## src/rtl/param_count_fsm.sv

```systemverilog
// Tick-paced up/down counter controlled by a three-state FSM (IDLE/COUNT/PAUSE).
// A free-running divider strobes tick once every DIV_MAX+1 clocks; the counter steps only on tick.
module param_count_fsm #(
    parameter int WIDTH   = 4,
    parameter int DIV_MAX = 1500000,
    parameter int DIV_W   = 24
) (
    input  logic             clk,
    input  logic             rst,
    input  logic             go,
    input  logic             abort,
    input  logic             pause,
    input  logic             dir,
    input  logic             cont,
    input  logic [WIDTH-1:0] limit,
    output logic [WIDTH-1:0] count,
    output logic             busy,
    output logic             done,
    output logic             tick
);

    typedef enum logic [1:0] {
        IDLE  = 2'b00,
        COUNT = 2'b01,
        PAUSE = 2'b10
    } state_t;

    localparam logic [DIV_W-1:0] DIV_END = DIV_W'(DIV_MAX);

    state_t           state;
    state_t           state_nxt;
    logic [DIV_W-1:0] div_cnt;
    logic             dir_q;
    logic [WIDTH-1:0] limit_q;
    logic [WIDTH-1:0] count_nxt;
    logic             done_nxt;
    logic [WIDTH-1:0] end_val;
    logic [WIDTH-1:0] start_val;
    logic             at_end;

    function automatic logic [WIDTH-1:0] step_count(input logic [WIDTH-1:0] v,
                                                    input logic down);
        return down ? (v - WIDTH'(1)) : (v + WIDTH'(1));
    endfunction

    always_ff @(posedge clk or posedge rst) begin
        if (rst) begin
            div_cnt <= '0;
        end else if (div_cnt == DIV_END) begin
            div_cnt <= '0;
        end else begin
            div_cnt <= div_cnt + DIV_W'(1);
        end
    end

    assign tick = (div_cnt == DIV_END);

    // Run parameters are captured only when a go is accepted and held for the whole run.
    always_ff @(posedge clk) begin
        if (state == IDLE && go && !abort) begin
            dir_q   <= dir;
            limit_q <= limit;
        end
    end

    assign end_val   = dir_q ? '0 : limit_q;
    assign start_val = dir_q ? limit_q : '0;
    assign at_end    = (count == end_val);

    always_ff @(posedge clk or posedge rst) begin
        if (rst) begin
            state <= IDLE;
        end else begin
            state <= state_nxt;
        end
    end

    always_comb begin
        state_nxt = state;
        if (abort) begin
            state_nxt = IDLE;
        end else begin
            case (state)
                IDLE:    if (go) state_nxt = COUNT;
                COUNT: begin
                    if (pause)                      state_nxt = PAUSE;
                    else if (tick && at_end && !cont) state_nxt = IDLE;
                end
                PAUSE:   if (!pause) state_nxt = COUNT;
                default: state_nxt = IDLE;
            endcase
        end
    end

    // Pause wins over a coincident tick: the end value is compared before any step.
    always_comb begin
        count_nxt = count;
        done_nxt  = 1'b0;
        if (abort) begin
            count_nxt = '0;
        end else begin
            case (state)
                IDLE: if (go) count_nxt = dir ? limit : '0;
                COUNT: begin
                    if (!pause && tick) begin
                        if (at_end) begin
                            done_nxt = 1'b1;
                            if (cont) count_nxt = start_val;
                        end else begin
                            count_nxt = step_count(count, dir_q);
                        end
                    end
                end
                default: count_nxt = count;
            endcase
        end
    end

    always_ff @(posedge clk or posedge rst) begin
        if (rst) begin
            count <= '0;
            done  <= 1'b0;
            busy  <= 1'b0;
        end else begin
            count <= count_nxt;
            done  <= done_nxt;
            busy  <= (state_nxt == COUNT) || (state_nxt == PAUSE);
        end
    end

endmodule

```

## config.mk

```make
export PLATFORM = sky130hd
export DESIGN_NAME = param_count_fsm
export DESIGN_NICKNAME = d
export VERILOG_FILES = /design/src/rtl/param_count_fsm.sv
export SDC_FILE = /design/constraint.sdc
export NUM_CORES = 1
export LEC_CHECK = 0
export CAP_MARGIN = 5
export CORE_MARGIN = 1.5
export CORE_UTILIZATION = 25
export CTS_CLUSTER_SIZE = 25
export DETAILED_ROUTE_END_ITERATION = 6
export PLACE_DENSITY_LB_ADDON = 0.05
export SLEW_MARGIN = 10
export SYNTH_ARGS = -nofsm -noshare
export SYNTH_HDL_FRONTEND = slang
export SYNTH_SLANG_ARGS = --single-unit
export TNS_END_PERCENT = 30
```

## constraint.sdc

```tcl
create_clock -name clk -period 3.3 [get_ports clk]
set_clock_uncertainty 0.05 [all_clocks]
set_input_delay 0.66 -clock clk [delete_from_list [all_inputs] [get_ports clk]]
set_output_delay 0.66 -clock clk [all_outputs]
set_load 0.02 [all_outputs]
```

=== Word level (Yosys, flattened, before mapping) ===
Index checks and enable logic that the tools add are counted.
Widths: inputs -> output; s select.

* Flip-flop bits (word level): 37
* Input bits: 11
* Output and inout port bits: 7
* Logic and storage cells: 52

* $add $sub $neg: 3
* Equal/unequal tests: 9
* Mux-type cells: 21
* Reduce and logical (&&, ||, !) cells: 12

{| class="wikitable"
|+ Operator list
! operator !! number
|-
| $mux 4 || 9
|-
| $add 24x1->24 const B || 1
|-
| $eq 24x21->1 const B || 1
|-
| $mux 24 || 1
|-
| $mux 2 || 5
|-
| $pmux 4 s2 || 1
|-
| $ne 3x3->1 const B || 2
|-
| $pmux 2 s3 || 1
|-
| $logic_and 1x1->1 || 5
|-
| $add 4x1->4 const B || 1
|-
| $eq 2x1->1 const B || 2
|-
| $eq 2x2->1 const B || 2
|-
| $eq 4x4->1 || 1
|-
| $mux 1 || 4
|-
| $ne 4x4->1 const B || 1
|-
| $reduce_and 4->1 || 1
|-
| $sub 4x1->4 const B || 1
|-
| $logic_not 1->1 || 3
|-
| $reduce_bool 3->1 || 1
|-
| $logic_not 2->1 || 1
|-
| $logic_or 1x1->1 || 1
|}

=== Logic depth before layout (Yosys ltp) ===
Gate-level depths: netlist of the first run.

* Depth after elaboration: 10
* Mapped depth: 7
* Depth with buffers taken out: 7

=== Worst setup path before layout of the first run ===
OpenSTA, ideal clock, no wires.

* Path kind: register -> output
* From: register div_cnt[7]
* To: output tick
* Data arrival time: 1.548 ns
* Data required time: 2.590 ns
* Slack: 1.042 ns
* Cell stages (with the launch flop): 6
* Buffers on the path: 2
* Path through: dfrtp_1 buf_6 nor4b_2 nand4_1 nor2_1 clkbuf_1

* Cells in the longest elaborated chain, start to end: 1

{| class="wikitable"
|+ RTL lines
! item !! RTL line !! source
|-
| start: declaration || 32 || <nowiki>logic [DIV_W-1:0] div_cnt;</nowiki>
|-
| start signal: assignment || 52 || <nowiki>div_cnt <= div_cnt + DIV_W'(1);</nowiki>
|-
| $eq 24x21->1 || 56 || <nowiki>assign tick = (div_cnt == DIV_END);</nowiki>
|-
| end: declaration || 19 || <nowiki>output logic tick</nowiki>
|}

Every way passes these cells.

=== Final worst setup path of the first run ===
Ends and elaborated chain as after synthesis.

==> impl_metrics.tcl, run 1 <==
set metrics [dict create \
    yosysWarningCount 0 \
    max-cap-violations 0 \
    start_util_pct 26.0 \
    crit_arrival_ns 2.02 \
    final_max_slew_viol_count 0 \
    slew_headroom_pct 71.5 \
    worstMarginPinSlew_ns 0.427 \
    hold_buffers 0 \
    end_kind "primary output" \
    criticalPathCategory "reg -> out" \
    antenna_found_initial 0 \
    critPathSlowestCell "clkdlybuf4s50_1" \
    final.fill_count 829 \
    yosysTopAreaCell "dfrtp_1" \
    grt_pass1_vias 1456 \
    seq_area_um2 951 \
    dieWidth_um 92.6 \
    fin_util_pct 30.6 \
    synth_ff_type "dfrtp_1" \
    rsz0062_at_grt "no" \
    std_cell_rows 32 \
    status "finished clean" \
    vias_per_cell 4.60 \
    first_pass_iters 4 \
    p_leak_nw 0.938 \
    cp_slowest_stage_delay_ns 0.63 \
    die_area_um2 8570 \
    synth_top_cell_area_share_pct 39.9 \
    path_cells "nor4b_2, nand4_1, nor2_1, clkdlybuf4s50_1" \
    cp-start-kind "flip-flop" \
    synth-edff-count 5 \
    drc_errors 0 \
    layout_worst_path_cycle_share_pct 82.7 \
    drive_gt1_share_pct 11.2 \
    ant_nets 0 \
    required_ns 2.59 \
    synth-seq-cells 37 \
    vdd_drop_max_uv 147 \
    hold_viol 0 \
    insertion_delay_ns 0.29 \
    holdWs_ns 0.425 \
    synthTopCellsByArea "dfrtp_1, edfxtp_1, xnor2_1, nor2_1, xor2_1" \
    grt_pass1_wl_um 7220 \
    power_density_nw_per_um2 392 \
    netlist_instances 191 \
    synth_fp_nets 207 \
    htree_levels 2 \
    post-cts-setup-buffers 0 \
    syn_area_um2 2010 \
    stdcell_area_um2 2360 \
    dieHeight_um 92.6 \
    crit_buf_inv 1 \
    cts_buffer_depth 2 \
    cts_tree "yes" \
    fin_cells 316 \
    post-route-min-period_ns 2.73 \
    cts.repair.resized 0 \
    async_flop_share_pct 86.5 \
    multi_input_area_um2 972 \
    placed_cells 308 \
    grt_max_degree 33 \
    dr_total_vias 1453 \
    areaGrowthSynthToFinish_pct 17.7 \
    final_nets 229 \
    antenna_cells 0 \
    cts.clk_slew.worst_paths_ns 0.07 \
    cts_made_buffers 5 \
    grt_usage_pct 11.0 \
    root_buffer "clkbuf_8" \
    ioPinCount 18 \
    wl_per_cell_um 13.7 \
    io_buffers 17 \
    place_congestion 0.707 \
    seq_area_frac_synth_pct 47.4 \
    core_area_um2 7730 \
    path_max_fanout 7 \
    drt-total-wl_um 4320 \
    setup_viol_count_final 0 \
    crit_family "simple AND/OR/NAND/NOR gates" \
    gr-total-overflow 0 \
    synth_commonest_cells "dfrtp_1, nor2_1, nand2_1, xnor2_1" \
    place_hpwl_um 3210 \
    fin_tns_setup_ns 0 \
    clock-sinks 37 \
    hold_class "reg -> reg" \
    first_iter_violations 48 \
    placed_cell_area_um2 2280 \
    post-synth-top-count-cell "dfrtp_1" \
    max_freq_mhz 366 \
    avgSynthCellArea_um2 10.5 \
    yosysUniqueCellTypes 46 \
]
sequential cells by signal, indices dropped and copies added, names as in the netlist:
register	flops
done	1
state	2
div_cnt	24
dir_q	1
limit_q	4
busy	1
count	4
cells in the final DEF (no fill, tap or decap), drive strengths merged, types with 3 or more instances in the layout:
cell type and count:
dfrtp 32, nor2 20, clkdlybuf4s50 17, xnor2 17
nand2 16, inv 12, nand3 11, nand4 8
clkbuf 8, xor2 7, o21ai 5, a21oi 5
edfxtp 5, ha 4, nor4 4, nand2b 3
o31ai 3, nor2b 3
cell type report:
| cell class | instances | share of cell area [%] |
|---|---|---|
| tap | 102 | 5.41 |
| timing repair buffer | 19 | 7.84 |
| clock buffer | 8 | 3.39 |
| multi-input combinational | 138 | 41.2 |
| sequential | 37 | 40.3 |
| inverter | 12 | 1.91 |
metrics by stage:
step | worst slack (ns) | power (mW)
final | 0.571 | 0.925
after global routing | 0.370 | 0.974
after detailed placement | 0.839 | 0.628
after global placement | 0.864 | 0.627
after CTS | 0.512 | 0.943
after floorplan | 1.04 | 0.581
power by group:
part           switching, mW  leakage, nW  internal, mW
sequential            0.0142        0.474         0.474
clock                  0.157       0.0395         0.150
combinational         0.0698        0.424        0.0595
total                  0.241        0.938         0.683
worst reg2reg max path, cell delays in order, from the launching register on:
cell,delay (ns)
edfxtp_1,0.53
and2b_4,0.32
xnor2_2,0.13
o2111ai_2,0.27
o32a_4,0.43
a311oi_1,0.23
logic make-up (layout without fill, tap and decap cells):
group                      Yosys count  after routing  synth area share, %
adders and majority gates            5              5                 3.49
buffers and inverters               16             39                 4.12
DFF                                 37             37                 47.4
AOI/OAI and AO/OA                   25             25                 9.92
and+or+nand+nor                     82             82                 22.8
muxes                                2              2                0.998
xor gates and xnor gates            24             24                 11.2
layer usage:
metal  share of wire, %  track usage, %
met1                 49            15.4
met2                 46            16.4
met3                3.9            2.79
met4                1.6            3.85
met5                  0               0
worst paths after layout:
| check | startpoint | cells after the start | slack [ns] | end |
|---|---|---|---|---|
| max | div_cnt[7] | 4 | 0.57 | tick |
| min | div_cnt[23] | 1 | 0.43 | div_cnt[23] |
| max reg2reg | dir_q | 5 | 1.25 | count[3] |
| min reg2reg | div_cnt[23] | 1 | 0.43 | div_cnt[23] |
| max in group asynchronous | rst | 3 | 2.17 | div_cnt[9] |
| min in group asynchronous | rst | 3 | 0.72 | count[0] |
Note: power is estimated with default switching activity, not from simulation.
==> run 2: changes to the inputs <==
clock period = 2.9 ns   (was 3.3 ns; I/O delays follow)
==> run 2 against run 1 <==
  * First-iteration DRC count up 31%
  * Total power rose by 13%
  * Count of clock-buffer cells in the layout unchanged
  * Via count shrank 1.2%
  * Register-to-register slack got worse by 0.41 ns
  * Cell area is the same
  * Critical path depth unchanged
  * Final cell count unchanged
  * Non-clock buffer count did not move
  * Sequential power is 14% higher
  * Die area stayed put
  * Routed wire length fell by 0.81%
  * Critical path type unchanged
  * Largest cell class unchanged
==> impl_metrics.tcl, run 2 (synthesis gave the netlist of run 1 again) <==
set metrics [dict create \
    cp_slowest_stage_delay_ns 0.63 \
    end_kind "primary output" \
    max-cap-violations 0 \
    vias_per_cell 4.54 \
    first_iter_violations 63 \
    place_congestion 0.707 \
    r2r_slack_ns 0.84 \
    grt_pass1_wl_um 7220 \
    path_max_fanout 4 \
    ant_nets 0 \
    setup_viol_count_final 0 \
    crit_family "simple AND/OR/NAND/NOR gates" \
    fin_tns_setup_ns 0 \
    p_comb_share_pct 14.0 \
    final_cell_mix "dfrtp_1, nor2_1, clkdlybuf4s50_1, nand2_1, xnor2_1" \
    placed_cell_area_um2 2280 \
    placed_cells 308 \
    insertion_delay_ns 0.28 \
    gr-total-overflow 0 \
    r2r_start "dir_q" \
    path_cells "nor4_1, nand4_1, nor2_1, clkdlybuf4s50_1" \
    p_switching_mw 0.268 \
    criticalPathCategory "reg -> out" \
    final.fill_count 828 \
    drt-total-wl_um 4280 \
    wl_per_cell_um 13.6 \
    ioPinCount 18 \
    post-cts-setup-buffers 0 \
    largest_reg_flops 24 \
    hold_viol 0 \
    cp-start-kind "flip-flop" \
    startpoint "div_cnt[3]" \
    multi_input_area_um2 972 \
    power_density_nw_per_um2 443 \
    clock_power_share_pct 32.9 \
    p_leak_nw 0.938 \
    path_depth 4 \
    post-route-min-period_ns 2.65 \
    status "finished clean" \
    max_freq_mhz 378 \
    endpoint "tick" \
    core_area_um2 7730 \
    antenna_found_initial 0 \
    grt_usage_pct 11.0 \
    top_register "div_cnt" \
    die_area_um2 8570 \
    p_seq_share_pct 53.1 \
    start_util_pct 26.0 \
    dieHeight_um 92.6 \
    hold_class "reg -> reg" \
    hold_buffers 0 \
    total_power_mw 1.05 \
    switching_share_pct 25.6 \
    grt_max_degree 33 \
    crit_arrival_ns 2.02 \
    cts_tree "yes" \
    place_hpwl_um 3190 \
    clock-sinks 37 \
    dieWidth_um 92.6 \
    vdd_drop_max_uv 161 \
    first_pass_iters 4 \
    htree_levels 2 \
    critPathSlowestCell "clkdlybuf4s50_1" \
    slew_headroom_pct 72.0 \
    top_regs "div_cnt: 24 flops, count: 4 flops, limit_q: 4 flops" \
    crit_buf_inv 1 \
    antenna_cells 0 \
    reg2reg_to "count[1]" \
    final_nets 229 \
    rsz0062_at_grt "no" \
    p_int_mw 0.778 \
    place_ws_ns 0.519 \
    drc_errors 0 \
    cts_made_buffers 5 \
    fin_cells 316 \
    cts.clk_slew.worst_paths_ns 0.07 \
    cts_buffer_depth 2 \
    worstRegToRegCells 5 \
    drive_gt1_share_pct 11.2 \
    io_buffers 17 \
    areaGrowthSynthToFinish_pct 17.7 \
    final_max_slew_viol_count 0 \
    seq_area_um2 951 \
    root_buffer "clkbuf_8" \
    cts.repair.resized 0 \
    final_common_cell "dfrtp_1" \
    layout_worst_path_cycle_share_pct 91.3 \
    stdcell_area_um2 2360 \
    worst_slack_ns 0.253 \
    dr_total_vias 1435 \
    required_ns 2.27 \
    grt_pass1_vias 1459 \
    worstMarginPinSlew_ns 0.420 \
    std_cell_rows 32 \
]
==> run 2: power groups by stage <==
stage / clock [mW] / combinational, mW / sequential (mW)
6_report: 0.343 / 0.147 / 0.555
5_1_grt: 0.389 / 0.165 / 0.557
4_1_cts: 0.366 / 0.150 / 0.555
3_5_place_dp: 0 / 0.149 / 0.565
3_3_place_gp: 0 / 0.148 / 0.565
2_1_floorplan: 0 / 0.0904 / 0.571
==> run 2: worst reg2reg max path: cells and delay by family, from the launching register on <==
family                    cells  cell delay [ns]
xor gates and xnor gates      1             0.13
AOI/OAI and AO/OA             3             0.92
and+or+nand+nor               1             0.32
DFF                           1             0.53
==> run 2: final cells by class <==
type	count	area share [%]
Clock buffer	8	3.39
Inverter	12	1.91
Multi-Input combinational cell	138	41.2
Sequential cell	37	40.3
Tap cell	102	5.41
Timing Repair Buffer	19	7.84
==> run 2: metal layers <==
layer  track usage (%)  share of wire (%)  vias to the layer above
li1                  -                  -                      714
met1              15.1                 50                      702
met2              17.0                 46                       15
met3              2.79                2.7                        4
met4              3.08                1.1                        0
met5                 0                  0                        -
==> run 2: how the worst min path moves through the flow <==
stage          slack, ns          end        start  depth (start not counted)
6_report            0.43  div_cnt[23]  div_cnt[23]                          1
5_1_grt             0.45  div_cnt[23]  div_cnt[23]                          1
4_1_cts             0.44  div_cnt[23]  div_cnt[23]                          1
3_5_place_dp        0.42  div_cnt[23]  div_cnt[23]                          1
3_3_place_gp        0.42  div_cnt[23]  div_cnt[23]                          1
2_1_floorplan       0.40  div_cnt[23]  div_cnt[23]                          1
==> run 2: per-stage QoR <==
stage | hold slack [ns] | utilization [%]
after global placement | 0.425 | 29.5
after floorplan | 0.396 | -
after CTS | 0.436 | 30.6
after detailed placement | 0.424 | 29.5
final | 0.434 | 30.6
after global routing | 0.451 | 30.6
==> run 3: changes to the inputs <==
CORE_ASPECT_RATIO = 0.6   (was default)
==> run 3 against run 2 <==
  * Via count grew 1.1%
  * Core utilization grew 0.55 points
  * Die area grew 0.21%
  * Routed wire length grew 15%
  * Flip-flop and latch count is the same
  * Largest power group unchanged
  * Non-clock buffer count is the same
==> impl_metrics.tcl, run 3 (synthesis gave the netlist of run 1 again) <==
set metrics [dict create \
    top_register "div_cnt" \
    final.fill_count 834 \
    cts.repair.resized 0 \
    cts_buffer_depth 2 \
    post-route-min-period_ns 2.67 \
    std_cell_rows 25 \
    hold_class "reg -> reg" \
    rsz0062_at_grt "no" \
    drt-total-wl_um 4950 \
    fin_tns_setup_ns 0 \
    layout_worst_path_cycle_share_pct 92.0 \
    final_max_slew_viol_count 0 \
    htree_levels 2 \
    grt_pass1_vias 1501 \
    cp-start-kind "flip-flop" \
    crit_family "simple AND/OR/NAND/NOR gates" \
    ant_nets 0 \
    first_iter_violations 63 \
    place_hpwl_um 3720 \
    io_buffers 17 \
    largest_reg_flops 24 \
    max-cap-violations 0 \
    wl_met3_um 244 \
    drive_gt1_share_pct 12.1 \
    post-cts-setup-buffers 0 \
    cts_made_buffers 5 \
    wl_per_cell_um 15.4 \
    place_congestion 0.777 \
    top_regs "div_cnt: 24 flops, count: 4 flops, limit_q: 4 flops" \
    first_pass_iters 4 \
    total_power_mw 1.24 \
    antenna_cells 0 \
    dr_total_vias 1451 \
    gr-total-overflow 0 \
    criticalPathCategory "reg -> out" \
    status "finished clean" \
    vias_per_cell 4.51 \
    critPathSlowestCell "clkdlybuf4s50_1" \
    grt_usage_pct 12.7 \
    required_ns 2.27 \
    crit_arrival_ns 2.04 \
    fin_util_pct 31.1 \
    wl_met1_um 2690 \
    stdcell_area_um2 2430 \
    root_buffer "clkbuf_16" \
    placed_cell_area_um2 2290 \
    final_cell_mix "dfrtp_1, nor2_1, clkdlybuf4s50_1, nand2_1, xnor2_1" \
    insertion_delay_ns 0.28 \
    setup_viol_count_final 0 \
    path_max_fanout 7 \
    wl_met2_um 1980 \
    ioPinCount 18 \
    vdd_drop_max_uv 201 \
    max_freq_mhz 375 \
    top_layer "met4" \
    cp_slowest_stage_delay_ns 0.63 \
    dieWidth_um 119 \
    hold_buffers 0 \
    worstMarginPinSlew_ns 0.431 \
    p_leak_nw 0.961 \
    cts_tree "yes" \
    final_common_cell "dfrtp_1" \
    power_density_nw_per_um2 509 \
    areaGrowthSynthToFinish_pct 21.3 \
    grt_max_degree 33 \
    antenna_found_initial 0 \
    cts.clk_slew.worst_paths_ns 0.06 \
    crit_buf_inv 1 \
    drc_errors 0 \
    die_area_um2 8590 \
    final_nets 229 \
    end_kind "primary output" \
    slew_headroom_pct 71.3 \
    clock-sinks 37 \
    grt_pass1_wl_um 8170 \
    start_util_pct 25.6 \
    core_area_um2 7820 \
    path_cells "nor4b_2, nand4_1, nor2_1, clkdlybuf4s50_1" \
    dieHeight_um 72.4 \
    hold_viol 0 \
]
## run 3: cell types whose count changed in the layout (fill, tap and decap cells not counted)
cell	before	now
clkbuf_8	5	0
clkinvlp_4	0	2
clkbuf_1	3	1
clkbuf_16	0	5
## run 3: final timing paths
check / from / end / slack, ns / depth (start not counted)
max: div_cnt[7] / tick / 0.23 / 4
min: div_cnt[23] / div_cnt[23] / 0.44 / 1
max reg2reg: dir_q / count[2] / 0.79 / 5
min reg2reg: div_cnt[23] / div_cnt[23] / 0.44 / 1
max in group asynchronous: rst / count[1] / 1.83 / 3
min in group asynchronous: rst / count[3] / 0.66 / 3
## run 3: cell type report
| class | count | area, um2 | share of cell area (%) |
|---|---|---|---|
| tap | 108 | 135 | 5.56 |
| clock buffer | 6 | 129 | 5.30 |
| multi-input combinational | 138 | 972 | 40.0 |
| timing repair buffer | 19 | 185 | 7.61 |
| sequential | 37 | 951 | 39.1 |
| inverter | 12 | 45.0 | 1.85 |
| clock inverter | 2 | 15.0 | 0.617 |
## run 3: stage by stage
stage / worst slack [ns] / cells / hold slack, ns
floorplan: 0.722 / 191 / 0.396
global placement: 0.520 / 314 / 0.425
detailed placement: 0.495 / 314 / 0.434
CTS: 0.188 / 322 / 0.447
global route: 0.0886 / 322 / 0.464
finish: 0.233 / 322 / 0.437
## run 3: per-layer routing
| metal | vias to the layer above | GRT usage, % |
|---|---|---|
| met5 | - | 0 |
| met4 | 0 | 4.02 |
| met3 | 2 | 3.46 |
| met2 | 29 | 17.1 |
| met1 | 705 | 19.2 |
| li1 | 715 | - |
## run 3: report_power, final
part           switching, mW  internal [mW]  leakage, nW
combinational         0.0817         0.0678        0.424
clock                  0.213          0.318       0.0631
sequential            0.0181          0.540        0.474
total                  0.312          0.926        0.961
